<file path="src/rtl/vector_mem_unit.sv">
// Vector load/store sequencer: moves one LANES x LANE_W vector between the
// register file and a single-port, one-lane-wide data memory, one lane per cycle.
//
// Request handshake: start is a strobe sampled only while idle (busy=0, done=0).
// A start with opcode VLD or VST is accepted on that edge; any other opcode is
// dropped. busy stays high for the whole memory phase, and done pulses for
// exactly one cycle when the vector has been fully moved. Starts seen while
// busy or done are discarded, not queued.
module vector_mem_unit #(
    parameter int LANES  = 16,
    parameter int LANE_W = 16,
    parameter int ADDR_W = 16
) (
    input  logic                    clk,
    input  logic                    rst,
    input  logic                    start,
    input  logic [3:0]              opcode,
    input  logic [ADDR_W-1:0]       addr,
    input  logic [LANES*LANE_W-1:0] wdata,
    output logic                    busy,
    output logic                    done,
    output logic [LANES*LANE_W-1:0] rdata,
    output logic [ADDR_W-1:0]       mem_addr,
    output logic                    mem_re,
    output logic                    mem_we,
    output logic [LANE_W-1:0]       mem_wdata,
    input  logic [LANE_W-1:0]       mem_rdata
);

    localparam int IDX_W = $clog2(LANES);
    localparam logic [IDX_W-1:0] LAST_IDX = IDX_W'(LANES - 1);

    localparam logic [3:0] OP_VLD = 4'b0100;
    localparam logic [3:0] OP_VST = 4'b0101;

    localparam logic [2:0] S_IDLE  = 3'd0;
    localparam logic [2:0] S_LOAD  = 3'd1;
    localparam logic [2:0] S_LWAIT = 3'd2;
    localparam logic [2:0] S_STORE = 3'd3;
    localparam logic [2:0] S_DONE  = 3'd4;

    logic [2:0]              state;
    logic [IDX_W-1:0]        idx;
    logic [ADDR_W-1:0]       base;
    logic [LANES*LANE_W-1:0] wbuf;

    // Memory read data lags the issue by one cycle, so in LOAD the word that
    // arrives belongs to the previous lane (idx-1).
    logic [IDX_W-1:0] cap_lane;
    assign cap_lane = idx - 1'b1;

    // Sequencer state, lane counter, latched request and load capture.
    always_ff @(posedge clk or posedge rst) begin
        if (rst) begin
            state <= S_IDLE;
            idx   <= '0;
            base  <= '0;
            wbuf  <= '0;
            rdata <= '0;
        end else begin
            case (state)
                S_IDLE: begin
                    if (start && opcode == OP_VLD) begin
                        base  <= addr;
                        idx   <= '0;
                        state <= S_LOAD;
                    end else if (start && opcode == OP_VST) begin
                        base  <= addr;
                        wbuf  <= wdata;
                        idx   <= '0;
                        state <= S_STORE;
                    end
                end
                S_LOAD: begin
                    if (idx != '0) begin
                        rdata[cap_lane*LANE_W +: LANE_W] <= mem_rdata;
                    end
                    idx <= idx + 1'b1;
                    if (idx == LAST_IDX) begin
                        state <= S_LWAIT;
                    end
                end
                S_LWAIT: begin
                    rdata[(LANES-1)*LANE_W +: LANE_W] <= mem_rdata;
                    state <= S_DONE;
                end
                S_STORE: begin
                    idx <= idx + 1'b1;
                    if (idx == LAST_IDX) begin
                        state <= S_DONE;
                    end
                end
                S_DONE: begin
                    state <= S_IDLE;
                end
                default: begin
                    state <= S_IDLE;
                end
            endcase
        end
    end

    // Status and memory strobes decoded from state; address wraps modulo 2^ADDR_W.
    always_comb begin
        busy      = 1'b0;
        done      = 1'b0;
        mem_re    = 1'b0;
        mem_we    = 1'b0;
        mem_addr  = '0;
        mem_wdata = '0;
        case (state)
            S_LOAD: begin
                busy     = 1'b1;
                mem_re   = 1'b1;
                mem_addr = base + ADDR_W'(idx);
            end
            S_LWAIT: begin
                busy = 1'b1;
            end
            S_STORE: begin
                busy      = 1'b1;
                mem_we    = 1'b1;
                mem_addr  = base + ADDR_W'(idx);
                mem_wdata = wbuf[idx*LANE_W +: LANE_W];
            end
            S_DONE: begin
                done = 1'b1;
            end
            default: begin
                busy = 1'b0;
            end
        endcase
    end

endmodule
</file>
<file path="config.mk">
export PLATFORM = sky130hd
export DESIGN_NAME = vector_mem_unit
export DESIGN_NICKNAME = d
export VERILOG_FILES = /design/src/rtl/vector_mem_unit.sv
export SDC_FILE = /design/constraint.sdc
export NUM_CORES = 1
export LEC_CHECK = 0
export CELL_PAD_IN_SITES_DETAIL_PLACEMENT = 1
export CELL_PAD_IN_SITES_GLOBAL_PLACEMENT = 1
export CORE_MARGIN = 2
export CORE_UTILIZATION = 33
export CTS_CLUSTER_DIAMETER = 80
export DETAILED_ROUTE_END_ITERATION = 10
export PLACE_DENSITY = 0.7
export SLEW_MARGIN = 25
export SYNTH_ARGS = -nofsm -noshare
export SYNTH_HDL_FRONTEND = slang
export SYNTH_SLANG_ARGS = --single-unit
</file>
<file path="constraint.sdc">
create_clock -name clk -period 21.8 [get_ports clk]
set_input_delay 2.18 -clock clk [delete_from_list [all_inputs] [get_ports clk]]
set_output_delay 2.18 -clock clk [all_outputs]
set_load 0.005 [all_outputs]
</file>
**After elaboration in Yosys (flattened, before gate mapping)**

Cells that the tools add are included.

- Reduce and logical (&&, ||, !) cells: 15
- Bitwise logic cells: 1
- $add $sub $neg: 4
- Shift operators: 3
- Muxes and demuxes: 19
- Equality and inequality tests: 11

Operator list:

| operator | count |
|---|---|
| bitwise mux 256 bit | 1 |
| 2-to-1 mux 256 bit | 1 |
| variable shift 16 x 34 -> 256 bit, first input constant | 1 |
| indexed part select 16 x 34 -> 256 bit | 1 |
| indexed part select 256 x 9 -> 16 bit | 1 |
| 2-to-1 mux 16 bit | 4 |
| negation 8 -> 34 bit | 1 |
| one-hot mux 16 bit (2 select lines) | 1 |
| adder 16 x 4 -> 16 bit | 1 |
| 2-to-1 mux 3 bit | 4 |
| one-hot mux 3 bit (4 select lines) | 1 |
| == test 4 x 3 -> 1 bit, second input constant | 2 |
| 2-to-1 mux 4 bit | 2 |
| one-hot mux 4 bit (2 select lines) | 1 |
| AND reduction 2 bit | 4 |
| == test 3 x 2 -> 1 bit, second input constant | 2 |
| != test 2 bit, second input constant | 3 |
| AND reduction 3 bit | 2 |
| nonzero test 2 bit | 3 |
| adder 4 x 1 -> 4 bit, second input constant | 1 |
| == test 4 bit, second input constant | 1 |
| 2-to-1 mux 1 bit | 4 |
| nonzero test 4 bit | 1 |
| subtractor 4 x 1 -> 4 bit, second input constant | 1 |
| 8 further kinds | 9 |

- Register bits after elaboration: 535
- Output and inout bits: 292

**Depth between registers and ports, before layout**

- Depth in word-level cells: 6
- Depth in mapped cells: 15
- Gate-level depth less buffers: 9

**Worst setup path after synthesis**

Ideal clock, no wire load.

- Path kind: reg2out
- Start point: register idx[2]
- End point: output port mem_wdata[10]
- Arrival: 1.970 ns
- Path buffers: 3
- Data required time: 19.620 ns
- Stages on the path, launching flop included: 7
- Setup slack: 17.650 ns
- Cells stage by stage: dfrtp_1 -> buf_1 -> clkbuf_1 -> buf_1 -> mux4_2 -> mux2i_1 -> o22ai_1

- Longest elaborated chain between the ends: 2

RTL lines:

| what | RTL line | text |
|---|---|---|
| start: declaration | 43 | `logic [IDX_W-1:0] idx;` |
| start signal: assignment | 78 | `idx <= idx + 1'b1;` |
| start signal: assignment | 88 | `idx <= idx + 1'b1;` |
| indexed part select 256 x 9 -> 16 bit | 124 | `mem_wdata = wbuf[idx*LANE_W +: LANE_W];` |
| 2-to-1 mux 16 bit | 111 | `case (state)` |
| end: declaration | 26 | `output logic [LANE_W-1:0] mem_wdata,` |

No other way between the ends.

**Worst setup path in the final report**

- Start point: register idx[0]
- End point: output port mem_wdata[4]

The elaborated chain is that of the path after synthesis.

==> summary.md <==
| Metric | Value |
|---|---|
| Clock-pin slew on the worst setup and hold paths | `0.06 ns` |
| Final hold violation count | `0` |
| Pleak | `0.0145 uW` |
| Arithmetic-cell share of the synthesized area counting full adders, half adders and majority gates | `0.670%` |
| Relative area change from synthesis to final layout | `37.5%` |
| Number of antenna violations at the first check in global routing | `27` |
| Area fraction in and, or, nand and nor cells after synthesis | `5.11%` |
| Sum of net half-perimeters after detailed placement | `58500 um` |
| Outcome | `complete, no violations` |
| Critical Path Start Type | `flop` |
| Die X-Extent | `271 um` |
| Area of the core | `70300 um2` |
| Slowest cell on the critical path | `dfrtp_4` |
| Via count | `16100` |
| Number of maximum-capacitance violations | `0` |
| Clock buffer count from CTS | `60` |
| Max Buffers Root-to-Sink | `3` |
| Crit path capture type | `output pin` |
| Die extent in y | `271 um` |
| First-pass GRT wire length | `118000 um` |
| Total number of cells along the worst setup path | `5` |
| Postcts setup bufs | `0` |
| Clock tree from TritonCTS | `yes` |
| Largest area contributor in the synthesized netlist | `dfrtp_1` |
| Mapped cell area | `23500 um2` |
| Mean cell area of the mapped netlist | `14.4 um2` |
| FMAX | `159 MHz` |
| Total number of placement rows | `97` |
| Xor and xnor area share after synthesis | `0.282%` |
| Fill cells | `7025` |
| Setup repair after global routing missed its margin | `no` |
| Final worst-path setup slack | `15.51 ns` |
| Post-Synthesis Net Count | `1944` |
| Largest fanout on the critical path | `41` |
| Worst min path class | `flop to flop` |
| Worst reg-to-reg setup slack | `17.10 ns` |
| Dominant combinational cell family by area after synthesis | `multiplexers` |
| Count of buffer and inverter cells on the critical path | `2` |
| Setup Total Neg Slack | `0 ns` |
| Required arrival time at the worst endpoint | `19.62 ns` |
| Vias per std cell | `5.06` |
| Distinct cell type count after synthesis | `56` |
| Clock Latency Late Sink | `0.61 ns` |
| First DRT Iteration DRCs | `811` |
| Flip-flop and latch count after synthesis | `535` |
| Depth of the worst register-to-register path | `9` |
| Worst vdd rail ir drop | `59.4 uV` |
| Wire per inst | `25.3 um` |
| Main synth FF type | `dfrtp_1` |
| Arrival time at the worst endpoint | `4.11 ns` |
| Syn. warnings | `0` |
| Number of standard cells after synthesis | `1637` |
| Cell count after placement | `3069` |
| Hold Path End | `wbuf[205]$_DFFE_PP0P_` |
| Cells traversed along the worst timing path | `buf_4 -> mux4_2 -> mux2i_1 -> o22ai_1 -> clkdlybuf4s50_1` |
| Fraction of registers with async set/reset | `100%` |
| Largest stage delay, worst path | `0.88 ns` |
| Fraction of final layout cells sized beyond drive strength 1 | `29.2%` |
| Routed wire length | `80600 um` |
| Tightest Pin Transition | `1.02 ns` |
| Post-place setup slack | `15.54 ns` |
| Post-route ant nets | `0` |
| Iteration count of the initial detailed-routing pass | `4` |
| Count of flip-flops with a built-in enable after synthesis | `0` |
| Cell count of the worst hold path | `1` |
| Number of nets in the finished design | `2500` |
| Ports placed on the boundary | `587` |
| Leftover overflow at the end of global routing | `0` |
| Top cells by count, synth | `dfrtp_1, mux2_2, clkbuf_1, nand2_1` |
| Multiplexer area fraction after synthesis | `30.3%` |
| # setup viols final | `0` |
| Post-route core utilization | `46.0%` |
| Via count of the first global-routing pass | `18100` |
| Launch instance of the worst min-delay path | `wbuf[205]$_DFFE_PP0P_` |
| Post-route clock period utilization | `28.8%` |
| H-tree level count | `2` |
| Critical path's top delay family | `buffers and inverters` |
| Largest net degree at the start of global routing | `188` |
| Compound-cell area share of the yosys netlist | `3.84%` |
| Root Buffer Master | `clkbuf_16` |
| Sequential cell area in the final layout | `13400 um2` |
| Worst slew margin | `31.7%` |
| Top cells by area in the synthesized netlist | `dfrtp_1, mux2_2, mux4_2` |
| Startpoint-to-endpoint class of the critical path | `flop to output pin` |
| Worst reg2reg startpoint | `idx[0]$_DFFE_PP0P_` |
| Final RePlAce weighted congestion | `0.825` |
| Endpoint of the worst register-to-register path | `rdata[184]$_DFFE_PP0P_` |
| Residual DRC | `0` |
| Full die area | `73500 um2` |
| Port Buffers | `586` |
| Slew Viols, Final | `0` |
| Power Dens Cells | `120 nW/um2` |
| Most instantiated library cell after synthesis | `dfrtp_1` |
| Post_cts resized | `0` |
| Initial core utilization | `33.5%` |
| Number of hold-repair buffers added at the cts stage | `0` |
| Sequential-to-total area share from yosys stat | `56.9%` |
| Cell Count, Final, Fillers Out | `3188` |
| Final Skew | `0.00711 ns` |
| Fraction of synthesized cell area taken by the top area cell type | `56.9%` |
| Clock sink count | `535` |
| Clock period minus worst slack | `6.29 ns` |
| Global-route total usage across every layer | `21.5%` |
| Footprint of the multi-input gates | `9520 um2` |
-- layer usage --
layer | global-route usage (%) | routed length [um]
met1 | 24.3 | 30300
met2 | 38.0 | 40900
met3 | 7.33 | 6730
met4 | 7.12 | 2390
met5 | 0 | 218
-- area by class of cell --
type	instances	share of cell area, %
Multi-Input combinational cell	928	29.4
Clock buffer	96	5.59
Antenna cell	7	0.0541
Inverter	57	0.684
Timing Repair Buffer	611	18.9
Tap cell	940	3.64
Clock inverter	14	0.348
Sequential cell	535	41.4
-- power by group --
group	internal (uW)	switching [uW]	total (uW)
registers	1320	220	1540
logic	736	619	1360
clock network	576	406	982
total	2630	1240	3880
-- sequential cells by signal, indices dropped and copies added, names as in the netlist --
register	cells
idx	4
wbuf	256
state	3
base	16
rdata	256
-- cell usage in the layout, fill, tap and decap left out, drive strengths merged, types with 6 or more instances in the layout --
master and instances:
clkdlybuf4s50 586, dfrtp 535, mux2 448, clkbuf 96, nand2 68, mux2i 64, mux4 64, inv 60
and2 54, a22o 32, buf 25, nand4 19, and3 18, o22ai 18, o221ai 16, nor2 14
a21oi 13, ha 11, o21ai 11, nand3 10, clkinv 9, diode 7, or4 7, o2111ai 6
-- cells by family (layout without fill, tap and decap cells) --
family / count (synthesis) / after routing
other: 0 / 7
buffers and inverters: 174 / 778
muxes: 576 / 576
DFF: 535 / 535
xor gates and xnor gates: 6 / 6
adders and majority gates: 12 / 12
and+or+nand+nor: 219 / 219
AOI/OAI and AO/OA: 115 / 115
-- stage by stage --
stage	instance area (um2)	hold slack [ns]	total power, uW
after floorplan	23500	0.474	2270
after global routing	32300	0.512	4100
after global placement	30300	0.482	2850
after detailed placement	30400	0.488	2930
after CTS	32300	0.501	3930
final	32400	0.500	3880
-- worst max path at each step --
stage | startpoint | end | slack (ns)
floorplan | rst | base[0]$_DFFE_PP0P_ | 4.67
global placement | rst | wbuf[106]$_DFFE_PP0P_ | 15.65
detailed placement | rst | wbuf[45]$_DFFE_PP0P_ | 15.54
CTS | idx[0]$_DFFE_PP0P_ | mem_wdata[13] | 15.34
global route | idx[0]$_DFFE_PP0P_ | mem_wdata[4] | 15.25
finish | idx[0]$_DFFE_PP0P_ | mem_wdata[4] | 15.51
(Power assumes the default switching activity.)
